==> src/rtl/thermo_bist_ctrl.sv <==
// thermo_bist_ctrl: built-in self test sequencer for a thermometer encoder /
// decoder pair. Sweeps v = 0..W, drives enc_a = v and dec_a = T(v), waits
// LAT+1 cycles for the datapaths, then checks enc_q == T(v) and dec_q == v.
// Stops at the first mismatch or after the last vector.
//   clk, rst      : clock, asynchronous active-high reset
//   start         : run request, sampled only in IDLE and DONE
//   enc_q, dec_q  : encoder / decoder outputs under test
//   enc_a, dec_a  : registered stimulus to encoder / decoder
//   busy, done    : sweep in progress / result held
//   pass          : result flag, valid while done = 1
//   fail_code     : vector index of first mismatch, 0 on pass
module thermo_bist_ctrl #(
    parameter int unsigned K   = 3,
    parameter int unsigned W   = 7,
    parameter int unsigned LAT = 1
) (
    input  logic         clk,
    input  logic         rst,
    input  logic         start,
    input  logic [W-1:0] enc_q,
    input  logic [K-1:0] dec_q,
    output logic [K-1:0] enc_a,
    output logic [W-1:0] dec_a,
    output logic         busy,
    output logic         done,
    output logic         pass,
    output logic [K-1:0] fail_code
);

    localparam int unsigned VW = K + 1;  // one extra bit so v == W never wraps
    localparam int unsigned CW = 4;      // holds LAT+1 up to 8

    typedef enum logic [1:0] {
        IDLE,
        WAIT,
        CHECK,
        DONE
    } state_t;

    state_t          state, state_nxt;
    logic [VW-1:0]   v, v_nxt;
    logic [CW-1:0]   cnt, cnt_nxt;
    logic [K-1:0]    enc_a_nxt;
    logic [W-1:0]    dec_a_nxt;
    logic            busy_nxt, done_nxt, pass_nxt;
    logic [K-1:0]    fail_code_nxt;

    // Thermometer code of n: bits [n-1:0] set.
    function automatic logic [W-1:0] therm(input logic [VW-1:0] n);
        logic [W-1:0] t;
        for (int i = 0; i < int'(W); i++) begin
            t[i] = (VW'(i) < n);
        end
        return t;
    endfunction

    // State and output registers.
    always_ff @(posedge clk or posedge rst) begin
        if (rst) begin
            state     <= IDLE;
            v         <= '0;
            cnt       <= '0;
            enc_a     <= '0;
            dec_a     <= '0;
            busy      <= 1'b0;
            done      <= 1'b0;
            pass      <= 1'b0;
            fail_code <= '0;
        end else begin
            state     <= state_nxt;
            v         <= v_nxt;
            cnt       <= cnt_nxt;
            enc_a     <= enc_a_nxt;
            dec_a     <= dec_a_nxt;
            busy      <= busy_nxt;
            done      <= done_nxt;
            pass      <= pass_nxt;
            fail_code <= fail_code_nxt;
        end
    end

    // Next-state and next-output logic.
    always_comb begin
        state_nxt     = state;
        v_nxt         = v;
        cnt_nxt       = cnt;
        enc_a_nxt     = enc_a;
        dec_a_nxt     = dec_a;
        pass_nxt      = pass;
        fail_code_nxt = fail_code;

        case (state)
            IDLE, DONE: begin
                if (start) begin
                    state_nxt     = WAIT;
                    v_nxt         = '0;
                    cnt_nxt       = CW'(LAT + 1);
                    enc_a_nxt     = '0;
                    dec_a_nxt     = '0;
                    pass_nxt      = 1'b0;
                    fail_code_nxt = '0;
                end
            end
            WAIT: begin
                cnt_nxt = cnt - CW'(1);
                // Leave on the edge where the counter reaches zero.
                if (cnt <= CW'(1)) begin
                    cnt_nxt   = '0;
                    state_nxt = CHECK;
                end
            end
            CHECK: begin
                if ((enc_q != therm(v)) || (dec_q != v[K-1:0])) begin
                    state_nxt     = DONE;
                    pass_nxt      = 1'b0;
                    fail_code_nxt = v[K-1:0];
                end else if (v == VW'(W)) begin
                    state_nxt     = DONE;
                    pass_nxt      = 1'b1;
                    fail_code_nxt = '0;
                end else begin
                    state_nxt = WAIT;
                    v_nxt     = v + VW'(1);
                    enc_a_nxt = v_nxt[K-1:0];
                    dec_a_nxt = therm(v_nxt);
                    cnt_nxt   = CW'(LAT + 1);
                end
            end
            default: state_nxt = IDLE;
        endcase

        busy_nxt = (state_nxt == WAIT) || (state_nxt == CHECK);
        done_nxt = (state_nxt == DONE);
    end

endmodule

==> config.mk <==
export PLATFORM = sky130hd
export DESIGN_NAME = thermo_bist_ctrl
export DESIGN_NICKNAME = d
export VERILOG_FILES = /design/src/rtl/thermo_bist_ctrl.sv
export SDC_FILE = /design/constraint.sdc
export NUM_CORES = 1
export LEC_CHECK = 0
export ABC_AREA = 1
export ABC_CLOCK_PERIOD_IN_PS = 1900
export CORE_AREA = 2 2 61 63
export DETAILED_ROUTE_END_ITERATION = 10
export DIE_AREA = 0 0 63 65
export PLACE_DENSITY = 0.72
export SLEW_MARGIN = 20
export SYNTH_ARGS = -nofsm -noshare
export SYNTH_HDL_FRONTEND = slang
export SYNTH_SLANG_ARGS = --single-unit
==> constraint.sdc <==
create_clock -name clk -period 1.9 [get_ports clk]
set_input_delay 0.57 -clock clk [delete_from_list [all_inputs] [get_ports clk]]
set_output_delay 0.57 -clock clk [all_outputs]
set_load 0.05 [all_outputs]
==> results.py, run 1 <==
metrics = {
    "layout": {
        "area.growth.synth_to_final_pct": 38.0,
        "final_area_um2": 2170,
        "final_util_pct": 62.0,
        "fillCellCount": 314,
        "antennaDiodeCount": 0,
        "seq_area_um2": 578,
        "final_net_count": 290,
        "multi_input_area_um2": 927,
        "final_layout_size_suffix_gt1_share_pct": 25.5,
    },
    "setup_path": {
        "cp_max_fo": 4,
        "critPathTopFamily": "simple AND/OR/NAND/NOR gates",
        "r2r_slack_ns": 0.09,
        "crit_buf_inv": 2,
        "crit_arrival_ns": 2.04,
        "criticalPathCategory": "register to register",
        "cpPeakStageDelay_ns": 0.45,
        "r2r-end": "busy$_DFF_PP0_",
        "crit_path_start_kind": "register",
        "reg2reg_from": "enc_a[0]$_DFFE_PP0P_",
        "cp-endpoint": "busy$_DFF_PP0_",
        "end_kind": "register",
        "cp_slowest_cell": "dfrtp_2",
        "crit_start": "enc_a[0]$_DFFE_PP0P_",
        "path_depth": 15,
        "required_ns": 2.13,
        "path_cells": "inv_2, ha_4, inv_2, nand2_2, nand2_1, nand2_1, nand2_1, nand3_2, nor2_4, nand2_4, nand2_4, nand3_2, nand2_2, nand2_2, ha_4",
        "reg2reg_depth": 15,
    },
    "floorplanning": {
        "coreArea_um2": 3500,
        "initial_core_util_pct": 44.9,
        "die_x_um": 63,
        "chipHeight_um": 65,
        "fp-row-count": 22,
        "ioPinCount": 29,
        "die_area_um2": 4100,
    },
    "global_route": {
        "grt_pass1_vias": 1419,
        "overflow": 0,
        "use_met3_pct": 3.82,
        "track_usage_pct": 17.6,
        "antenna_found_initial": 0,
        "grt_max_degree": 24,
        "met1_usage_pct": 21.1,
        "busiest_layer": "met2",
        "grt_use_met2_pct": 33.2,
        "grt_first_pass_wirelength_um": 5860,
    },
    "sta": {
        "setup_viol": 0,
        "holdWs_ns": 0.487,
        "hold_viol_final": 0,
        "fin_skew_ns": 0.00208,
        "finalCriticalPeriod_ns": 1.81,
        "maxClockFrequency_mhz": 551,
        "min_period_over_period_pct": 95.5,
        "setup_slack_ns": 0.0852,
        "final_max_slew_viol_count": 0,
        "slew_headroom_pct": 78.4,
        "worst_slew_pin_slew_ns": 0.324,
        "rsz0062_at_grt": "true",
    },
    "power": {
        "p_per_area_nw_per_um2": 1130,
        "vdd_ir_drop_max_uv": 895,
        "cellLeakagePower_nw": 1.24,
    },
    "clock_network": {
        "insertion_delay_ns": 0.32,
        "clock-sinks": 23,
        "cts_made_buffers": 3,
        "htree_levels": 1,
        "clock-root-buffer": "clkbuf_4",
        "cts_tree": "yes",
        "cts.path.max_buffers": 2,
        "path_clk_slew_ns": 0.12,
    },
    "logic_synthesis": {
        "avgSynthCellArea_um2": 7.11,
        "synth_warnings": 0,
        "async_reset_ff_share_pct": 100,
        "synth_area_um2": 1570,
        "synthTopCellsByCount": "nand2_1 (78), inv_1 (31), dfrtp_1 (23)",
        "synthFlopType": "dfrtp_1",
        "synthesis.nets": 243,
        "synthCells": 221,
        "synth.largest_area_cell": "dfrtp_1",
        "synth.most_common_cell": "nand2_1",
        "netlist.area_leader.share_pct": 36.7,
        "synth.distinct_cells": 25,
        "seq_area_frac_synth_pct": 36.7,
        "synth_edf_count": 0,
        "synthTopCellsByArea": "dfrtp_1 (37%), nand2_1 (19%), nand4_1 (7.6%)",
        "ys_ff_latch": 23,
    },
    "placed_design": {
        "placed_area_um2": 1990,
        "port_buffers": 28,
        "hpwl_um": 2630,
        "place_congestion": 0.825,
        "pre_cts_slack_ns": -0.405,
    },
    "status": {
        "status": "complete, no violations",
    },
    "drt": {
        "drc_errors": 0,
        "drt_iter0_markers": 82,
        "firstDrtPassIters": 4,
        "vias": 1523,
        "wl_um": 3590,
        "ant_nets": 0,
        "wl_per_cell_um": 11.4,
        "vias_per_cell": 4.83,
    },
    "run": {
        "maxCapViolations": 0,
    },
    "worst_hold_path": {
        "hold_path_class": "register to register",
    },
}
[per-layer routing]
metal  vias to the layer above  wire (um)
met5                         -          0
met4                         0         15
met3                         3        129
met2                        24       1880
li1                        796          -
met1                       700       1570
[cell usage in the layout (no fill, tap or decap), drive strengths merged]
cell type,netlist,routed
nand2,81,81
buf,6,38
inv,32,32
dfrtp,23,23
nand4,19,19
nor2,15,15
nand3,10,11
clkdlybuf4s50,0,9
o21ai,9,9
ha,9,9
nor3,4,4
xnor2,3,3
clkbuf,3,3
xor2,2,2
a21oi,2,2
dlygate4sd2,0,2
clkinv,1,2
nand3b,1,1
a21o,1,1
dlymetal6s2s,0,1
[state kept, by name, summed over array words and instances (netlist names)]
name,flops
v,2
cnt,4
busy,1
fail_code,3
enc_a,2
dec_a,7
pass,1
state,2
done,1
[worst min path at each step]
stage                                         from                  endpoint  cells after the start
after floorplan                 cnt[1]$_DFFE_PP0P_        cnt[1]$_DFFE_PP0P_                      2
after global routing              pass$_DFFE_PP0P_          pass$_DFFE_PP0P_                      2
after CTS                         pass$_DFFE_PP0P_          pass$_DFFE_PP0P_                      2
after detailed placement          pass$_DFFE_PP0P_          pass$_DFFE_PP0P_                      2
final                     fail_code[0]$_DFFE_PP0P_  fail_code[0]$_DFFE_PP0P_                      2
after global placement    fail_code[1]$_DFFE_PP0P_  fail_code[1]$_DFFE_PP0P_                      2
[cells by family after synthesis]
kind of cell               after synthesis  share of synthesized area [%]
and+or+nand+nor                        130                           37.7
xor gates and xnor gates                 5                           2.79
DFF                                     23                           36.7
buffers and inverters                   42                           11.7
AOI/OAI and AO/OA                       12                           3.98
adders and majority gates                9                           7.17
[timing repair]
action                                  4_1_cts  5_1_grt
gates resized for setup                       9       20
hold buffers                                  0        0
endpoints found under the setup margin       16       22
pin swaps                                     6        8
gates cloned                                  0        1
setup buffers                                 2        1
[worst reg2reg max path, cell delays in order, from the launching register on]
cell and delay (ns):
dfrtp_2 0.45, inv_2 0.07, ha_4 0.16, inv_2 0.04
nand2_2 0.04, nand2_1 0.05, nand2_1 0.04, nand2_1 0.07
nand3_2 0.09, nor2_4 0.12, nand2_4 0.06, nand2_4 0.07
nand3_2 0.07, nand2_2 0.08, nand2_2 0.06, ha_4 0.23
[area by class of cell]
type | instances | share of cell area, %
clock buffers | 3 | 1.04
clock inverters | 1 | 0.231
inverters | 33 | 5.72
multi-input cells | 157 | 42.8
flip-flops and latches | 23 | 26.7
well taps | 48 | 2.77
repair buffers | 50 | 20.8
[where the power goes]
group	leakage, nW	switching [mW]	internal [mW]
registers	0.308	0.0785	0.588
logic	0.915	0.915	0.643
clock network	0.0177	0.151	0.0790
total	1.24	1.14	1.31
[metrics by stage]
step | TNS, ns | power, mW | std cells
after global routing | -0.110 | 2.66 | 315
after detailed placement | -7.66 | 1.98 | 307
after global placement | -6.65 | 1.96 | 307
after floorplan | 0 | 1.53 | 221
final | 0 | 2.45 | 315
after CTS | -0.0135 | 2.27 | 313
Power figures use the tool's default switching activity.
==> run 2, diff against run 1 <==
--- a/config.mk
+++ b/config.mk
@@ -8,6 +8,8 @@
 export ABC_AREA = 1
 export ABC_CLOCK_PERIOD_IN_PS = 1900
 export CORE_AREA = 2 2 61 63
+export CTS_CLUSTER_DIAMETER = 80
+export CTS_CLUSTER_SIZE = 16
 export DETAILED_ROUTE_END_ITERATION = 10
 export DIE_AREA = 0 0 63 65
 export PLACE_DENSITY = 0.72
==> results of run 2 <==
Same layout as run 1: the final DEF is identical, and so are final timing and power.
==> run 3, diff against run 2 <==
--- a/config.mk
+++ b/config.mk
@@ -12,6 +12,7 @@
 export CTS_CLUSTER_SIZE = 16
 export DETAILED_ROUTE_END_ITERATION = 10
 export DIE_AREA = 0 0 63 65
+export MAX_ROUTING_LAYER = met4
 export PLACE_DENSITY = 0.72
 export SLEW_MARGIN = 20
 export SYNTH_ARGS = -nofsm -noshare
==> results.py, run 3 (same netlist as run 1, synthesis figures left out) <==
metrics = {
    "setup_path": {
        "crit_buf_inv": 2,
        "crit_path_start_kind": "register",
        "critPathTopFamily": "simple AND/OR/NAND/NOR gates",
        "reg2reg_from": "enc_a[0]$_DFFE_PP0P_",
        "r2r_slack_ns": 0.09,
        "path_cells": "inv_2, ha_4, inv_2, nand2_2, nand2_1, nand2_1, nand2_1, nand3_2, nor2_4, nand2_4, nand2_4, nand3_2, nand2_2, nand2_2, ha_4",
        "cpPeakStageDelay_ns": 0.45,
        "cp_max_fo": 4,
        "end_kind": "register",
        "reg2reg_depth": 15,
        "r2r-end": "busy$_DFF_PP0_",
        "required_ns": 2.13,
        "crit_arrival_ns": 2.04,
        "criticalPathCategory": "register to register",
        "cp_slowest_cell": "dfrtp_2",
    },
    "run": {
        "maxCapViolations": 0,
    },
    "clock_network": {
        "clock-root-buffer": "clkbuf_4",
        "hold_buffers": 0,
        "cts_made_buffers": 3,
        "insertion_delay_ns": 0.32,
        "clock-sinks": 23,
        "cts_tree": "yes",
        "htree_levels": 1,
        "cts.path.max_buffers": 2,
        "path_clk_slew_ns": 0.12,
    },
    "sta": {
        "hold_viol_final": 0,
        "maxClockFrequency_mhz": 552,
        "rsz0062_at_grt": "true",
        "setup_viol": 0,
        "final_max_slew_viol_count": 0,
        "slew_headroom_pct": 78.4,
        "fin_skew_ns": 0.00467,
        "min_period_over_period_pct": 95.4,
        "finalCriticalPeriod_ns": 1.81,
        "worst_slew_pin_slew_ns": 0.324,
        "fin_setup_tns_ns": 0,
    },
    "worst_hold_path": {
        "hold_start": "fail_code[0]$_DFFE_PP0P_",
        "holdPathEnd": "fail_code[0]$_DFFE_PP0P_",
        "min_path_cells": 2,
        "hold_path_class": "register to register",
    },
    "placed_design": {
        "dpl.cell_count": 307,
        "place_congestion": 0.837,
        "port_buffers": 28,
        "hpwl_um": 2630,
    },
    "drt": {
        "ant_nets": 0,
        "wl_per_cell_um": 11.3,
        "vias_per_cell": 4.87,
        "drt_iter0_markers": 75,
        "wl_um": 3550,
        "vias": 1534,
        "firstDrtPassIters": 4,
        "drc_errors": 0,
    },
    "floorplanning": {
        "die_area_um2": 4100,
        "fp-row-count": 22,
        "chipHeight_um": 65,
        "die_x_um": 63,
        "coreArea_um2": 3500,
        "initial_core_util_pct": 44.9,
        "ioPinCount": 29,
    },
    "layout": {
        "area.growth.synth_to_final_pct": 38.0,
        "final_net_count": 290,
        "layout_commonest_cell": "nand2_1",
        "largest-register": "dec_a",
        "final_cell_mix": "nand2_1 (75), buf_4 (33), inv_1 (27)",
        "reg.largest.list": "dec_a (7), cnt (4), fail_code (3)",
        "final_layout_size_suffix_gt1_share_pct": 25.5,
        "antennaDiodeCount": 0,
        "largest_reg_flops": 7,
        "final_util_pct": 62.0,
        "layoutNonFillerInstCount": 315,
    },
    "status": {
        "status": "complete, no violations",
    },
    "power": {
        "cellLeakagePower_nw": 1.24,
        "p_per_area_nw_per_um2": 1130,
        "vdd_ir_drop_max_uv": 896,
    },
    "global_route": {
        "track_usage_pct": 18.1,
        "grt_pass1_vias": 1419,
        "grt_max_degree": 24,
        "overflow": 0,
        "grt_first_pass_wirelength_um": 5860,
        "antenna_found_initial": 0,
    },
}
[run 3: metrics by stage]
stage               cell area, um2  setup slack, ns  hold slack, ns  power [mW]
CTS                           2060          -0.0135           0.490        2.27
global placement              1990           -0.367           0.456        1.96
global route                  2170          -0.0418           0.509        2.66
detailed placement            1990           -0.405           0.460        1.98
floorplan                     1570           0.0289           0.464        1.53
finish                        2170           0.0877           0.486        2.45
[run 3: power by group]
part | total, mW | switching [mW] | internal (mW) | leakage [nW]
Clock | 0.227 | 0.148 | 0.0789 | 0.0177
Sequential | 0.665 | 0.0772 | 0.588 | 0.308
Combinational | 1.56 | 0.912 | 0.643 | 0.915
Total | 2.45 | 1.14 | 1.31 | 1.24
[run 3: how the worst max path moves through the flow]
stage / startpoint / endpoint / cells past startpoint
4_1_cts: enc_a[0]$_DFFE_PP0P_ / busy$_DFF_PP0_ / 14
3_3_place_gp: enc_q[3] / busy$_DFF_PP0_ / 13
2_1_floorplan: enc_a[1]$_DFFE_PP0P_ / busy$_DFF_PP0_ / 15
3_5_place_dp: dec_q[0] / busy$_DFF_PP0_ / 13
5_1_grt: enc_a[0]$_DFFE_PP0P_ / busy$_DFF_PP0_ / 15
6_report: enc_a[0]$_DFFE_PP0P_ / busy$_DFF_PP0_ / 15
[run 3: final cells by class]
cell class                 instances  area (um2)
fill                             314        1330
multi-input combinational        157         927
sequential                        23         578
timing repair buffer              50         450
inverter                          33         124
tap                               48        60.1
clock buffer                       3        22.5
clock inverter                     1        5.00
[run 3: repair_timing]
action                     4_1_cts  5_1_grt
gates resized for setup          9       20
setup endpoints to repair       16       22
gates cloned                     0        1
setup buffers                    2        1
pin swaps                        6        8
[run 3: tightest hold or removal path: stages, from the launching register on]
cell	delay [ns]
dfrtp_1	0.37
nand2_1	0.05
nand2_1	0.04
[run 3: routing by layer]
metal	track usage (%)	share of wire [%]	up-vias
li1	-	-	796
met1	21.1	42	710
met2	33.2	54	26
met3	3.82	3.8	2
met4	1.39	0.25	0
met5	-	0	-
